--- src/rtl/core_config_pkg.sv ---
// Shared core types for the multiply path: operation encoding, sequencer states
// and the op-to-signedness/half-select decode.
// Pure declarations; no logic state.
package core_config_pkg;

  localparam int XLEN = 32;

  typedef enum logic [1:0] {
    OP_MUL    = 2'b00,
    OP_MULH   = 2'b01,
    OP_MULHSU = 2'b10,
    OP_MULHU  = 2'b11
  } mul_op_t;

  typedef enum logic [1:0] {
    IDLE  = 2'b00,
    ISSUE = 2'b01,
    WAIT  = 2'b10,
    RESP  = 2'b11
  } mul_ctrl_state_t;

  // Returns {signed_a, signed_b, sel_high}. MUL uses the signed/signed encoding
  // because the low half of the product does not depend on signedness.
  function automatic logic [2:0] mul_decode(input mul_op_t op);
    logic [2:0] d;
    case (op)
      OP_MUL:    d = 3'b110;
      OP_MULH:   d = 3'b111;
      OP_MULHSU: d = 3'b101;
      default:   d = 3'b001;
    endcase
    return d;
  endfunction

endpackage

--- src/rtl/mul_ctrl_result_cache.sv ---
// One-entry cache of the last full product, keyed by operands and signedness.
// Lookup is combinational; a fill lands on the clock edge after it is presented.
// No backpressure: fills are always accepted and replace the single entry.
module mul_result_cache #(
  parameter int XLEN = 32
) (
  input  logic            clk,
  input  logic            rst_n,
  input  logic            fill,
  input  logic [XLEN-1:0] fill_a,
  input  logic [XLEN-1:0] fill_b,
  input  logic            fill_sa,
  input  logic            fill_sb,
  input  logic [XLEN-1:0] fill_lo,
  input  logic [XLEN-1:0] fill_hi,
  input  logic [XLEN-1:0] lk_a,
  input  logic [XLEN-1:0] lk_b,
  input  logic            lk_sa,
  input  logic            lk_sb,
  input  logic            lk_sel_high,
  output logic            hit,
  output logic [XLEN-1:0] hit_data
);

  logic            valid_q;
  logic [XLEN-1:0] key_a_q;
  logic [XLEN-1:0] key_b_q;
  logic            key_sa_q;
  logic            key_sb_q;
  logic [XLEN-1:0] lo_q;
  logic [XLEN-1:0] hi_q;

  // Capture the completed product and its key; the entry never goes stale.
  always_ff @(posedge clk or negedge rst_n) begin
    if (!rst_n) begin
      valid_q  <= 1'b0;
      key_a_q  <= '0;
      key_b_q  <= '0;
      key_sa_q <= 1'b0;
      key_sb_q <= 1'b0;
      lo_q     <= '0;
      hi_q     <= '0;
    end else if (fill) begin
      valid_q  <= 1'b1;
      key_a_q  <= fill_a;
      key_b_q  <= fill_b;
      key_sa_q <= fill_sa;
      key_sb_q <= fill_sb;
      lo_q     <= fill_lo;
      hi_q     <= fill_hi;
    end
  end

  // Low half is signedness-independent, so only high-half lookups compare flags.
  always_comb begin
    hit      = 1'b0;
    hit_data = lk_sel_high ? hi_q : lo_q;
    if (valid_q && (key_a_q == lk_a) && (key_b_q == lk_b)) begin
      hit = !lk_sel_high || ((key_sa_q == lk_sa) && (key_sb_q == lk_sb));
    end
  end

endmodule

--- src/rtl/mul_ctrl.sv ---
// Sequences RV32M multiply requests onto the iterative Booth multiplier.
// Accept to resp_valid: multiplier latency + 2 cycles on a miss, 1 cycle on a cache hit.
// One request in flight; req_ready drops outside IDLE, resp_valid holds until resp_ready or flush.
module mul_ctrl #(
  parameter int XLEN     = core_config_pkg::XLEN,
  parameter int TAG_W    = 5,
  parameter int REUSE_EN = 1
) (
  input  logic             clk,
  input  logic             rst_n,
  input  logic             req_valid,
  output logic             req_ready,
  input  logic [1:0]       req_op,
  input  logic [XLEN-1:0]  req_rs1,
  input  logic [XLEN-1:0]  req_rs2,
  input  logic [TAG_W-1:0] req_tag,
  input  logic             flush,
  output logic             resp_valid,
  input  logic             resp_ready,
  output logic [XLEN-1:0]  resp_data,
  output logic [TAG_W-1:0] resp_tag,
  output logic             mul_start,
  output logic [XLEN-1:0]  mul_multiplicand,
  output logic [XLEN-1:0]  mul_multiplier,
  output logic             mul_signed_a,
  output logic             mul_signed_b,
  input  logic [XLEN-1:0]  mul_product_low,
  input  logic [XLEN-1:0]  mul_product_high,
  input  logic             mul_done,
  output logic             busy,
  output logic [31:0]      stat_issued,
  output logic [31:0]      stat_reused
);

  import core_config_pkg::*;

  mul_ctrl_state_t state, state_nxt;

  logic             accept;
  logic [2:0]       req_dec;
  logic             cache_hit;
  logic [XLEN-1:0]  cache_data;

  logic [XLEN-1:0]  a_q;
  logic [XLEN-1:0]  b_q;
  logic             sa_q;
  logic             sb_q;
  logic             sel_high_q;
  logic [TAG_W-1:0] tag_q;
  logic             killed_q;
  logic [XLEN-1:0]  resp_data_q;
  logic [31:0]      issued_q;
  logic [31:0]      reused_q;

  assign req_dec    = mul_decode(mul_op_t'(req_op));
  assign req_ready  = (state == IDLE) && !flush;
  assign accept     = req_valid && req_ready;
  assign mul_start  = (state == ISSUE) && !flush;
  assign resp_valid = (state == RESP);
  assign busy       = (state != IDLE);

  assign mul_multiplicand = a_q;
  assign mul_multiplier   = b_q;
  assign mul_signed_a     = sa_q;
  assign mul_signed_b     = sb_q;
  assign resp_data        = resp_data_q;
  assign resp_tag         = tag_q;
  assign stat_issued      = issued_q;
  assign stat_reused      = reused_q;

  generate
    if (REUSE_EN != 0) begin : g_cache
      mul_result_cache #(.XLEN(XLEN)) u_cache (
        .clk         (clk),
        .rst_n       (rst_n),
        .fill        ((state == WAIT) && mul_done),
        .fill_a      (a_q),
        .fill_b      (b_q),
        .fill_sa     (sa_q),
        .fill_sb     (sb_q),
        .fill_lo     (mul_product_low),
        .fill_hi     (mul_product_high),
        .lk_a        (req_rs1),
        .lk_b        (req_rs2),
        .lk_sa       (req_dec[2]),
        .lk_sb       (req_dec[1]),
        .lk_sel_high (req_dec[0]),
        .hit         (cache_hit),
        .hit_data    (cache_data)
      );
    end else begin : g_no_cache
      assign cache_hit  = 1'b0;
      assign cache_data = '0;
    end
  endgenerate

  // State register.
  always_ff @(posedge clk or negedge rst_n) begin
    if (!rst_n) state <= IDLE;
    else        state <= state_nxt;
  end

  // Next state; a flush arriving with mul_done counts as a kill.
  always_comb begin
    state_nxt = state;
    case (state)
      IDLE:  if (accept) state_nxt = cache_hit ? RESP : ISSUE;
      ISSUE: state_nxt = flush ? IDLE : WAIT;
      WAIT:  if (mul_done) state_nxt = (killed_q || flush) ? IDLE : RESP;
      RESP:  if (flush || resp_ready) state_nxt = IDLE;
      default: state_nxt = IDLE;
    endcase
  end

  // Operand/tag capture, response data, kill tracking and statistics.
  always_ff @(posedge clk or negedge rst_n) begin
    if (!rst_n) begin
      a_q         <= '0;
      b_q         <= '0;
      sa_q        <= 1'b0;
      sb_q        <= 1'b0;
      sel_high_q  <= 1'b0;
      tag_q       <= '0;
      killed_q    <= 1'b0;
      resp_data_q <= '0;
      issued_q    <= '0;
      reused_q    <= '0;
    end else begin
      if (accept) begin
        a_q        <= req_rs1;
        b_q        <= req_rs2;
        sa_q       <= req_dec[2];
        sb_q       <= req_dec[1];
        sel_high_q <= req_dec[0];
        tag_q      <= req_tag;
        if (cache_hit) begin
          resp_data_q <= cache_data;
          reused_q    <= reused_q + 32'd1;
        end
      end
      if (mul_start) issued_q <= issued_q + 32'd1;
      if (state == WAIT) begin
        if (mul_done) begin
          killed_q <= 1'b0;
          if (!(killed_q || flush))
            resp_data_q <= sel_high_q ? mul_product_high : mul_product_low;
        end else if (flush) begin
          killed_q <= 1'b1;
        end
      end
    end
  end

endmodule

--- config.mk ---
export PLATFORM = sky130hd
export DESIGN_NAME = mul_ctrl
export DESIGN_NICKNAME = d
export VERILOG_FILES = /design/src/rtl/core_config_pkg.sv /design/src/rtl/mul_ctrl_result_cache.sv /design/src/rtl/mul_ctrl.sv
export SDC_FILE = /design/constraint.sdc
export NUM_CORES = 1
export LEC_CHECK = 0
export ABC_AREA = 1
export CAP_MARGIN = 20
export CORE_MARGIN = 1.5
export CORE_UTILIZATION = 45
export DETAILED_ROUTE_END_ITERATION = 6
export DONT_BUFFER_PORTS = 1
export GPL_TIMING_DRIVEN = 0
export REMOVE_ABC_BUFFERS = 1
export SYNTH_ARGS = -nofsm -noshare
export SYNTH_HDL_FRONTEND = slang
export SYNTH_SLANG_ARGS = --single-unit
--- constraint.sdc ---
create_clock -name clk -period 2.5 [get_ports clk]
set_input_delay 0.375 -clock clk [delete_from_list [all_inputs] [get_ports clk]]
set_output_delay 0.375 -clock clk [all_outputs]
set_load 0.03 [all_outputs]
## Yosys cells after proc, flatten, opt, wreduce, memory -nomap -nowiden

Index checks and enable logic that the tools add are counted.

| operators by class | value |
|---|---|
| add/sub/neg operators | 2 |
| equality and inequality tests | 12 |
| mux-type cells | 18 |
| reduce and logical (&&, ||, !) cells | 19 |

Operators with widths:

| cell | count |
|---|---|
| 2-to-1 mux 32 bit | 7 |
| adder 32 x 1 -> 32 bit, second input constant | 2 |
| == test 32 bit | 2 |
| 2-to-1 mux 2 bit | 6 |
| case mux 3 bit (3 select lines) | 1 |
| case mux 2 bit (4 select lines) | 1 |
| logical AND 1 bit | 7 |
| == test 2 bit, second input constant | 3 |
| == test 2 x 1 -> 1 bit, second input constant | 2 |
| zero test 2 bit | 2 |
| != test 2 bit, second input constant | 2 |
| AND reduction 2 bit | 2 |
| nonzero test 2 bit | 2 |
| logical OR 1 bit | 3 |
| 2-to-1 mux 1 bit | 3 |
| AND reduction 3 bit | 1 |
| == test 1 bit | 2 |
| zero test 1 bit | 2 |
| != test 2 x 1 -> 1 bit, second input constant | 1 |

| storage, ports and cells | value |
|---|---|
| bits in registers | 302 |
| input bits | 141 |
| word-level logic and storage cells | 69 |

## Logic depth before layout (Yosys ltp)

Gate-level depths: netlist of run 1.

| depth | value |
|---|---|
| word-level depth | 11 |
| gate-level depth with buffers | 14 |
| gate-level depth less buffers | 13 |

## Hierarchy

Synthesis of run 1 repeated with hierarchy kept, for this count alone.

| unflattened totals | value |
|---|---|
| cell total of the unflattened synthesis | 1866 |
| area total of the unflattened synthesis | 14552.7 sq um |

Modules (own cells, without submodules):

| module | times used | cells an instance | area each (sq um) |
|---|---|---|---|
| mul_ctrl | 1 | 1021 | 8226.6 |
| mul_result_cache | 1 | 845 | 6326.1 |

## Worst setup path before layout of run 1

No wires, ideal clock.

| path | value |
|---|---|
| path type | reg2reg |
| start point | register state[0] |
| end point | register resp_data_q[19], in the netlist resp_data[19] |
| setup time | 118 ps |
| arrival time | 1864 ps |
| slack | 518 ps |
| stages on the path, launching flop included | 10 |
| path buffers | 1 |
| cells stage by stage | dfrtp_1 nor2_1 inv_1 nor2_2 nand2_1 inv_2 clkbuf_1 nand4_1 nand3_1 nand2_1 |

| between the ends | value |
|---|---|
| cells in the longest elaborated chain, start to end | 7 |
| elaborated cells on any way between the ends | 8 |

Ends and longest elaborated chain:

| element | line | RTL |
|---|---|---|
| from (decl) | mul_ctrl.sv:37 | `mul_ctrl_state_t state, state_nxt;` |
| from (signal assigned) | mul_ctrl.sv:100 | `else state <= state_nxt;` |
| zero test 2 bit * | mul_ctrl.sv:56 | `assign req_ready = (state == IDLE) && !flush;` |
| logical AND 1 bit * | mul_ctrl.sv:56 |  |
| via req_ready | mul_ctrl.sv:12 | `output logic req_ready,` |
| logical AND 1 bit * | mul_ctrl.sv:57 | `assign accept = req_valid && req_ready;` |
| 2-to-1 mux 32 bit * | mul_ctrl.sv:129 | `if (accept) begin` |
| 2-to-1 mux 32 bit | mul_ctrl.sv:145 | `if (!(killed_q \|\| flush))` |
| 2-to-1 mux 32 bit | mul_ctrl.sv:143 | `if (mul_done) begin` |
| 2-to-1 mux 32 bit * | mul_ctrl.sv:142 | `if (state == WAIT) begin` |
| to (signal assigned) | mul_ctrl.sv:137 | `resp_data_q <= cache_data;` |
| to (signal assigned) | mul_ctrl.sv:146 | `resp_data_q <= sel_high_q ? mul_product_high : mul_product_low;` |
| to (decl) | mul_ctrl.sv:51 | `logic [XLEN-1:0] resp_data_q;` |

Mark *: on every way through the listed nets, which the timed path passes. The rest lies on a longest branch.
A chain may end at the register's enable or synchronous reset.

## Worst setup path in the final report of run 1

| path | value |
|---|---|
| start point | register state[0] |
| end point | register reused_q[13], in the netlist stat_reused[13] |

| between the ends | value |
|---|---|
| cells in the longest elaborated chain, start to end | 4 |

Ends and longest elaborated chain:

| element | line | RTL |
|---|---|---|
| zero test 2 bit | mul_ctrl.sv:56 |  |
| logical AND 1 bit | mul_ctrl.sv:56 |  |
| via req_ready | mul_ctrl.sv:12 |  |
| logical AND 1 bit | mul_ctrl.sv:57 |  |
| AND reduction 2 bit (no source line) | -- |  |
| to (signal assigned) | mul_ctrl.sv:138 | `reused_q <= reused_q + 32'd1;` |
| to (decl) | mul_ctrl.sv:53 | `logic [31:0] reused_q;` |

The timed path passes the listed nets, and every way through them passes these cells.

==> results.txt, run 1 <==
The flow ran to the end, but the final reports show violations. The checks that failed: hold timing. The cell area that synthesis handed to floorplanning was approximately 16000 um^2. The number of max-slew violations in the final report came out at 0.

The setup check on the worst reg-to-reg path leaves a slack of 0.14 ns. Setup repair after global routing left no endpoint under its margin. The highest net fanout along the worst path came out at 11. Summing all flip-flop and latch instances after layout gives 7560 um^2. In the final layout, the share of cells above drive strength 1 is 0.0661. The final setup skew is 0.0178 ns. The count of standard-cell rows is 68. Max-cap violations in this run came to 0.

The total setup violations reported at the end of the flow came out at 0. The critical path is of the reg -> reg type. The prevailing post-synth register cell is sky130_fd_sc_hd__dfrtp_1. In the final timing run, aggregate negative setup slack is 0 ns. The overall die area came out at 35900 um^2. The count of boundary I/O pins came out at 312. The tightest min-delay check is of the in -> async type. The register bit count reported by yosys came out at 302. The internal power came out at ~12000 uW. In the global route stage, overall resource usage came out at 0.283.

The final worst setup slack is 0.136 ns. The final routed DRC violation total is 0. Timing would allow up to ~420 MHz. The switching power summed over all nets came out at 8840 uW. After floorplanning, the core was sized to cover 34400 um^2. For this run, the number of Yosys warnings is 0. The post-synthesis area per instance came out at 7.42 um^2. Of the total power, the share spent switching nets is 0.422. The starting density of the core came out at 0.455. The cell at the root of the clock tree is sky130_fd_sc_hd__clkbuf_16. The clock net in this run drives a total of 302 sinks.

The total clock buffers created by CTS came out at 35. Clock-pin slew was measured on the worst setup and hold paths at 0.06 ns. The sequential cell fraction of total power is 0.477. The number of flops mapped to enable cells by yosys came out at 0.

The arrival time reported for the critical path endpoint is 2.77 ns. The final design utilization is 0.540. The worst setup path is launched from a register.

The mean routed wirelength per cell is 19.5 um. The relative contribution of the clock network to total power is 0.259. In this run the tightest slew margin relative to its limit is 0.343. The post-route fraction of the period consumed by the critical path came out at 0.945. The number of buffers inserted by port buffering is 0. The leading cell type in the layout, fill and taps excluded is sky130_fd_sc_hd__nand2_1. The worst register-to-register path has a depth of 12. The setup slack at placement is -1.52 ns.

The share of synthesized registers carrying an async set or reset is 1.00. The number of vias per cell is 5.29. The pin count of the biggest net entering global routing is 303. The number of antenna violations at the first check in global routing came out at 1. The H-tree was split into 2 levels. The buffer levels on the longest clock path came out at 3. The net count of the finished layout is 2310. The top cell types in the final layout, fill and taps aside, are sky130_fd_sc_hd__nand2_1, sky130_fd_sc_hd__dfrtp_1, sky130_fd_sc_hd__inv_1, sky130_fd_sc_hd__o21ai_0, sky130_fd_sc_hd__nor2_1. Across the VDD grid, the largest voltage drop is 795 uV. In this run the power density over the cells is 1130 nW/um^2. The first routing iteration left 1056 violations.

Fill cells in the final layout number 3229. At the worst endpoint, the required time is 2.91 ns. The first-pass GRT wire length is slightly below 80000 um. The total iterations of the first detailed-routing run came out at 7. The launch point of the worst path is state[0]. The via count is 14014. The clock network latency to the later pin of the worst-skew pair came out at 0.53 ns. On the final layout, the worst hold slack is -0.446 ns. At the end of routability-driven placement, the weighted congestion stood at 0.896.

The reg-to-reg startpoint is state[0]. The total congestion overflow after global routing is 0. Of the synthesized area, sequential elements account for 0.483. The number of nets with antenna violations after detailed routing is 0.

The leakage power figure came out at 0.00953 uW. The slew at the pin closest to its max-slew limit is ~0.98 ns. The detailed-placement wirelength estimate came out at roughly 32000 um. In this run the vertical extent of the chip is 189 um. The total power of the final layout came out at 20900 uW.

The worst setup path is captured at a register. The count of mapped cells out of synthesis came out at about 2100. The area added between synthesis and finish came out at 18.7%. The floorplan step set the die width to 189 um.

The number of different library cells in the post-synthesis netlist came out at 37. After clock tree synthesis, the flow added hold-fix buffers numbering 65. The endpoint of the most critical register-to-register path is stat_reused[13]. The area of combinational cells with multiple inputs came out at slightly below 7000 um^2. TritonCTS built the clock tree. The combinational cell fraction of total power is 0.264. The critical path ends at stat_reused[13]. The via count of the first global-routing pass is 13421. The worst path in the final design needs a cycle of 2.36 ns, including I/O delays and setup.

The number of hold violations in the final report came out at approximately 300. After detailed routing, the total wire length is between 50000 and 60000 um.
-- Yosys cell counts, drive strengths merged (6+ instances only) --
cell type	instances	area (um^2)
nand2	741	2800
clkbuf	48	180
xnor2	30	263
nor2	162	652
buf	37	179
nor3	24	164
a21oi	38	190
nor4	6	43.8
inv	272	1020
nand4	87	566
nand3b	9	67.6
xor2	35	307
dfrtp	302	7560
o21ai	220	1100
nand3	86	465
-- registers in the layout, indices dropped and copies added (netlist names), 2 cells and up --
name                     count
g_cache.u_cache.hi_q        32
g_cache.u_cache.key_a_q     32
g_cache.u_cache.key_b_q     32
g_cache.u_cache.lo_q        32
mul_multiplicand            32
mul_multiplier              32
resp_data                   32
resp_tag                     5
stat_issued                 32
stat_reused                 32
state                        2
-- critical path, cell delays in order, from the launching register on --
cell,delay (ns)
sky130_fd_sc_hd__dfrtp_2,0.47
sky130_fd_sc_hd__nor2_4,0.13
sky130_fd_sc_hd__inv_4,0.09
sky130_fd_sc_hd__nor2_4,0.44
sky130_fd_sc_hd__nand2_8,0.12
sky130_fd_sc_hd__inv_8,0.14
sky130_fd_sc_hd__buf_16,0.13
sky130_fd_sc_hd__nand4_4,0.17
sky130_fd_sc_hd__buf_12,0.21
sky130_fd_sc_hd__inv_4,0.13
sky130_fd_sc_hd__nand2_1,0.07
sky130_fd_sc_hd__nand2_1,0.07
sky130_fd_sc_hd__nand2_1,0.05
-- cell families (layout without fill, tap and decap cells) --
group,Yosys count,count (layout),share of synthesized area
flip-flops,302,302,0.483
AND/OR/NAND/NOR,1123,1129,0.307
AO/OA/AOI/OAI,260,260,0.0835
XOR/XNOR,65,65,0.0364
buffers and inverters,357,435,0.0882
other,0,1,0
adder cells (fa/ha/maj),2,2,0.00160
-- metal layers --
metal / global-route usage / vias up / wire length [um]
met5: 0 / - / 0
met4: 0.0870 / 0 / 1260
met3: 0.0871 / 73 / 5220
met2: 0.441 / 556 / 23400
met1: 0.378 / 6618 / 21900
li1: - / 6767 / -
-- per-stage QoR --
step,cell area (um^2),instances
3_3_place_gp,15900,2479
3_5_place_dp,16200,2489
4_1_cts,18400,2642
2_1_floorplan,15300,2024
5_1_grt,18600,2649
6_report,18600,2649
-- power by group through the flow --
stage          sequential [uW]  clock (uW)  combinational, uW
3_3_place_gp             10100           0               4730
2_1_floorplan             9580           0               3700
6_report                  9970        5420               5530
4_1_cts                   9950        5510               5430
5_1_grt                  10200        5690               6310
3_5_place_dp             10000           0               5010
-- final cells by class --
class / instances / share of cell area
antenna: 1 / 0.000135
timing repair buffer: 99 / 0.0678
inverter: 272 / 0.0567
clock inverter: 10 / 0.00809
timing repair inverter: 1 / 0.000472
multi-input combinational: 1456 / 0.372
clock buffer: 53 / 0.0569
sequential: 302 / 0.407
tap: 455 / 0.0307
-- how the worst min path moves through the flow --
stage	from	end	slack [ns]	cells past startpoint
finish	rst_n	mul_multiplicand[1]	-0.45	0
global route	rst_n	mul_multiplicand[1]	-0.47	0
CTS	rst_n	mul_multiplicand[1]	-0.47	0
detailed placement	rst_n	mul_multiplicand[1]	0.09	0
global placement	rst_n	mul_multiplicand[1]	0.09	0
floorplan	rst_n	g_cache.u_cache.hi_q[0]	0.08	0
-- what timing repair did --
item / in CTS / in global routing
endpoints found under the setup margin: 79 / 56
resized for setup: 18 / 12
setup buffers: 14 / 4
gates cloned: 11 / 2
hold endpoints to repair: 367 / 302
pin swaps: 7 / 4
(Power assumes the default switching activity.)
==> inputs of run 2 (changes only) <==
ABC_AREA = unset   (was 1)
==> run 2 against run 1 <==
  * The flow finishes with violations (hold timing, setup timing)
  * Sequential share of layout area increased by 1.2 points
  * Critical path type unchanged
  * Flip-flop and latch count stayed put
  * Synthesized area shrank 7.6%
  * Largest cell class unchanged
==> results.txt, run 2 <==
Outcome: finished with violations (unchanged). Violations in the final reports: hold timing, setup timing (was hold timing). The vertical die dimension came out at 182 um (was 189 um).

The register bit count reported by yosys is 302 (unchanged). The final worst setup slack came out at -0.0381 ns (was 0.136 ns). The number of placed instances, taps included is 1639 (was 2489).

The path type of the worst setup path was reg -> reg (unchanged). The post-synthesis instance area came out at 14500 um^2 (was 15600 um^2). The total power of the final layout is 18700 uW (was 20900 uW). The number of flops mapped to enable cells by yosys came out at 0 (unchanged). The total clock buffers created by CTS is 36 (was 35). The starting density of the core came to 0.458 (was 0.455). The critical path capture point type is a register (unchanged). The path category of the worst min-delay check is in -> async (unchanged). The count of mapped cells out of synthesis is 1305 (was 2109).

The dominant combinational cell family by area after synthesis was simple AND/OR/NAND/NOR gates (unchanged). The number of hold violations in the final report came out at 302 (unchanged). The clock network latency to the later pin of the worst-skew pair came to 0.51 ns (was 0.53 ns). The first-pass GRT wire length came out at 62100 um (was 78300 um).

The clock transition at the registers of the reported paths came out at 0.06 ns (about the same). The number of buffers inserted by port buffering came out at 0 (unchanged). The worst hold margin is -0.425 ns (was -0.446 ns). The total clock sinks came out at 302 (unchanged). The number of cells in the finished layout apart from fillers is 1850 (was 2649). The layout cell share with drive strength beyond 1 came to 0.249 (was 0.0661).

The part of the Yosys area used for sequential elements came out at 0.523 (was 0.483). The setup slack of the worst register-to-register path is -0.04 ns (was 0.14 ns). The count of boundary I/O pins is 312 (unchanged). The data required time at the worst endpoint came out at 2.87 ns (was 2.91 ns). The maximum vdd ir drop is 674 uV (was 795 uV). Leading cell types by count after synthesis: sky130_fd_sc_hd__dfrtp_1, sky130_fd_sc_hd__nand2_1, sky130_fd_sc_hd__mux2_2, sky130_fd_sc_hd__xnor2_1, sky130_fd_sc_hd__clkbuf_1 (was sky130_fd_sc_hd__nand2_1, sky130_fd_sc_hd__dfrtp_1, sky130_fd_sc_hd__inv_1, sky130_fd_sc_hd__o21ai_0, sky130_fd_sc_hd__nor2_1). The initial detailed-routing violation count came out at 559 (was 1056). The total iterations of the first detailed-routing run came out at 6 (was 7).

The total inserted antenna cells came out at 0 (was 1). The shortest clock period the worst path allows after layout came to 2.54 ns (was 2.36 ns). The pin count of the biggest net entering global routing is 303 (unchanged). The startpoint kind of the worst setup timing path is a register (unchanged). The mean routed wirelength per cell was 21.7 um (was 19.5 um). The total of fill cells in the finished design is 2609 (was 3229). The last weighted congestion value of the routability-driven placer was 0.776 (was 0.896). The number of vias per cell came out at 5.69 (was 5.29). Leading post-synthesis cells by cell area: sky130_fd_sc_hd__dfrtp_1, sky130_fd_sc_hd__mux2_2, sky130_fd_sc_hd__nand2_1 (was sky130_fd_sc_hd__dfrtp_1, sky130_fd_sc_hd__nand2_1, sky130_fd_sc_hd__o21ai_0). The number of max-slew violations in the final report is 0 (unchanged). The net count of the finished layout came out at 1566 (was 2310).

The share of synthesized registers carrying an async set or reset came out at 1.00 (unchanged). The post-synthesis share of cell area spent on xor and xnor gates is 0.0649 (was 0.0364). The leakage power figure came out at 0.00803 uW (was 0.00953 uW). The final design utilization came out at 0.572 (was 0.540). The total setup violations reported at the end of the flow was 1 (was 0). The remaining max-slew budget at the tightest pin is 0.362 (was 0.343). The area added between synthesis and finish came out at 24.9% (was 18.7%).

The area share of and/or/nand/nor cells after synthesis came out at 0.195 (was 0.307). The final routed DRC violation total is 0 (unchanged). The share of cell area taken by muxes after synthesis came out at 0.153 (was 0).

The overall die area was 33200 um^2 (was 35900 um^2). The most instantiated library cell after synthesis is sky130_fd_sc_hd__dfrtp_1 (was sky130_fd_sc_hd__nand2_1). The overall track demand over capacity in global routing came to 0.236 (was 0.283). The number of nets with antenna violations after detailed routing came out at 0 (unchanged). The slew at the pin closest to its max-slew limit is 0.957 ns (was 0.981 ns).

The TritonCTS clock tree is done (unchanged). The via count came to 10521 (was 14014). The buffer levels on the longest clock path came out at 3 (unchanged). The arrival time reported for the critical path endpoint is 2.91 ns (was 2.77 ns). Top library cells by usage in the layout, fill and taps aside: sky130_fd_sc_hd__dfrtp_1, sky130_fd_sc_hd__nand2_1, sky130_fd_sc_hd__mux2_2, sky130_fd_sc_hd__dlygate4sd3_1, sky130_fd_sc_hd__xnor2_1 (was sky130_fd_sc_hd__nand2_1, sky130_fd_sc_hd__dfrtp_1, sky130_fd_sc_hd__inv_1, sky130_fd_sc_hd__o21ai_0, sky130_fd_sc_hd__nor2_1). The total length of routed wires came to 40100 um (was 51800 um).

The number of maximum-capacitance violations came out at 0 (unchanged). The leading cell type in the layout, fill and taps excluded is sky130_fd_sc_hd__dfrtp_1 (was sky130_fd_sc_hd__nand2_1). The detailed-placement wirelength estimate came out at 22600 um (was 31700 um). The post-synthesis area per instance came out at 11.1 um^2 (was 7.42 um^2). The cell at the root of the clock tree was sky130_fd_sc_hd__clkbuf_16 (unchanged). The maximum level of the CTS H-tree came out at 2 (unchanged). The number of different library cells in the post-synthesis netlist was 42 (was 37).

The prevailing post-synth register cell is sky130_fd_sc_hd__dfrtp_1 (unchanged). The setup slack at placement came out at -0.859 ns (was -1.52 ns). The cell taking the most area after synthesis is sky130_fd_sc_hd__dfrtp_1 (unchanged). The total congestion overflow after global routing is 0 (unchanged).

The synthesized-area fraction occupied by ao, oa, aoi and oai cells is 0.0349 (was 0.0835). The maximum frequency from static timing analysis is 394 MHz (was 423 MHz). The total power per unit cell area came out at 1030 nW/um^2 (was 1130 nW/um^2). The final setup skew is 0.0148 ns (was 0.0178 ns). The share of the synthesized area in the top cell type came to 0.523 (was 0.483).

The post-route fraction of the period consumed by the critical path came out at 1.02 (was 0.945). The number of warning messages in the yosys log was 0 (unchanged). The count of standard-cell rows is 65 (was 68). The die width is 182 um (was 189 um). The highest net fanout along the worst path is 6 (was 11). The number of antenna violations at the first check in global routing came out at 0 (was 1). The core area came out at 31600 um^2 (was 34400 um^2).

Unrepaired setup endpoints after global routing: yes (was no). The share of synthesized cell area in full adder, half adder and majority cells came out at 0.00173 (was 0.00160). The via count of the first global-routing pass is 11033 (was 13421).
## run 2: metrics by stage
| step | TNS [ns] | area [um^2] |
|---|---|---|
| CTS | -0.665 | 17600 |
| floorplan | -370.18 | 14100 |
| finish | -0.0381 | 18000 |
| global route | -0.427 | 18000 |
| detailed placement | -40.97 | 14900 |
| global placement | -902.36 | 14600 |
## run 2: power by group
part | switching (uW) | internal (uW)
clock | 2060 | 3530
sequential | 2720 | 6580
combinational | 1510 | 2270
total | 6290 | 12400
## run 2: path summary, 6_finish.rpt
| check | start | to | cells past startpoint |
|---|---|---|---|
| min | rst_n | stat_issued[12] | 0 |
| max | g_cache.u_cache.key_b_q[20] | resp_data[20] | 8 |
| min reg2reg | g_cache.u_cache.valid_q | g_cache.u_cache.valid_q | 1 |
| max reg2reg | g_cache.u_cache.key_b_q[20] | resp_data[20] | 8 |
| min in group clk | mul_product_high[20] | g_cache.u_cache.hi_q[20] | 1 |
| max in group asynchronous | rst_n | stat_reused[10] | 0 |
## run 2: metal layers
metal	routed length, um	share of wire	vias to the layer above	global-route usage
met5	0	0	-	0
met4	1260	0.032	0	0.0843
met3	3000	0.075	79	0.0682
met2	19000	0.47	335	0.381
met1	16900	0.42	5274	0.302
li1	-	-	4833	-
## run 2: timing repair
action	in CTS	in global routing
setup endpoints to repair	132	127
buffers inserted	7	8
pin swaps	10	14
gates cloned	3	5
gates resized for setup	20	52
hold endpoints to repair	418	311
hold buffers	116	9
## run 2: area by class of cell
| class | count | area [um^2] | area share |
|---|---|---|---|
| clock buffer | 49 | 1040 | 0.0577 |
| clock inverter | 14 | 224 | 0.0124 |
| inverter | 15 | 56.3 | 0.00312 |
| multi-input combinational | 912 | 6900 | 0.382 |
| sequential | 302 | 7560 | 0.419 |
| tap | 402 | 503 | 0.0279 |
| timing repair buffer | 156 | 1760 | 0.0976 |
## run 2: logic make-up (layout without fill, tap and decap cells)
family                   after synthesis  in the layout
adder cells (fa/ha/maj)                2              2
AND/OR/NAND/NOR                      540            546
buffers and inverters                 97            234
XOR/XNOR                             107            107
AO/OA/AOI/OAI                         61             61
multiplexers                         196            196
flip-flops                           302            302
## run 2: worst max-delay path, cell delays in order (launching register included)
cell and delay, ns:
sky130_fd_sc_hd__dfrtp_1 0.39, sky130_fd_sc_hd__a2111o_1 0.47, sky130_fd_sc_hd__nor4_4 0.40, sky130_fd_sc_hd__buf_6 0.18
sky130_fd_sc_hd__buf_4 0.14, sky130_fd_sc_hd__nand4_4 0.13, sky130_fd_sc_hd__clkbuf_16 0.21, sky130_fd_sc_hd__o311ai_1 0.32
sky130_fd_sc_hd__nand3b_1 0.16
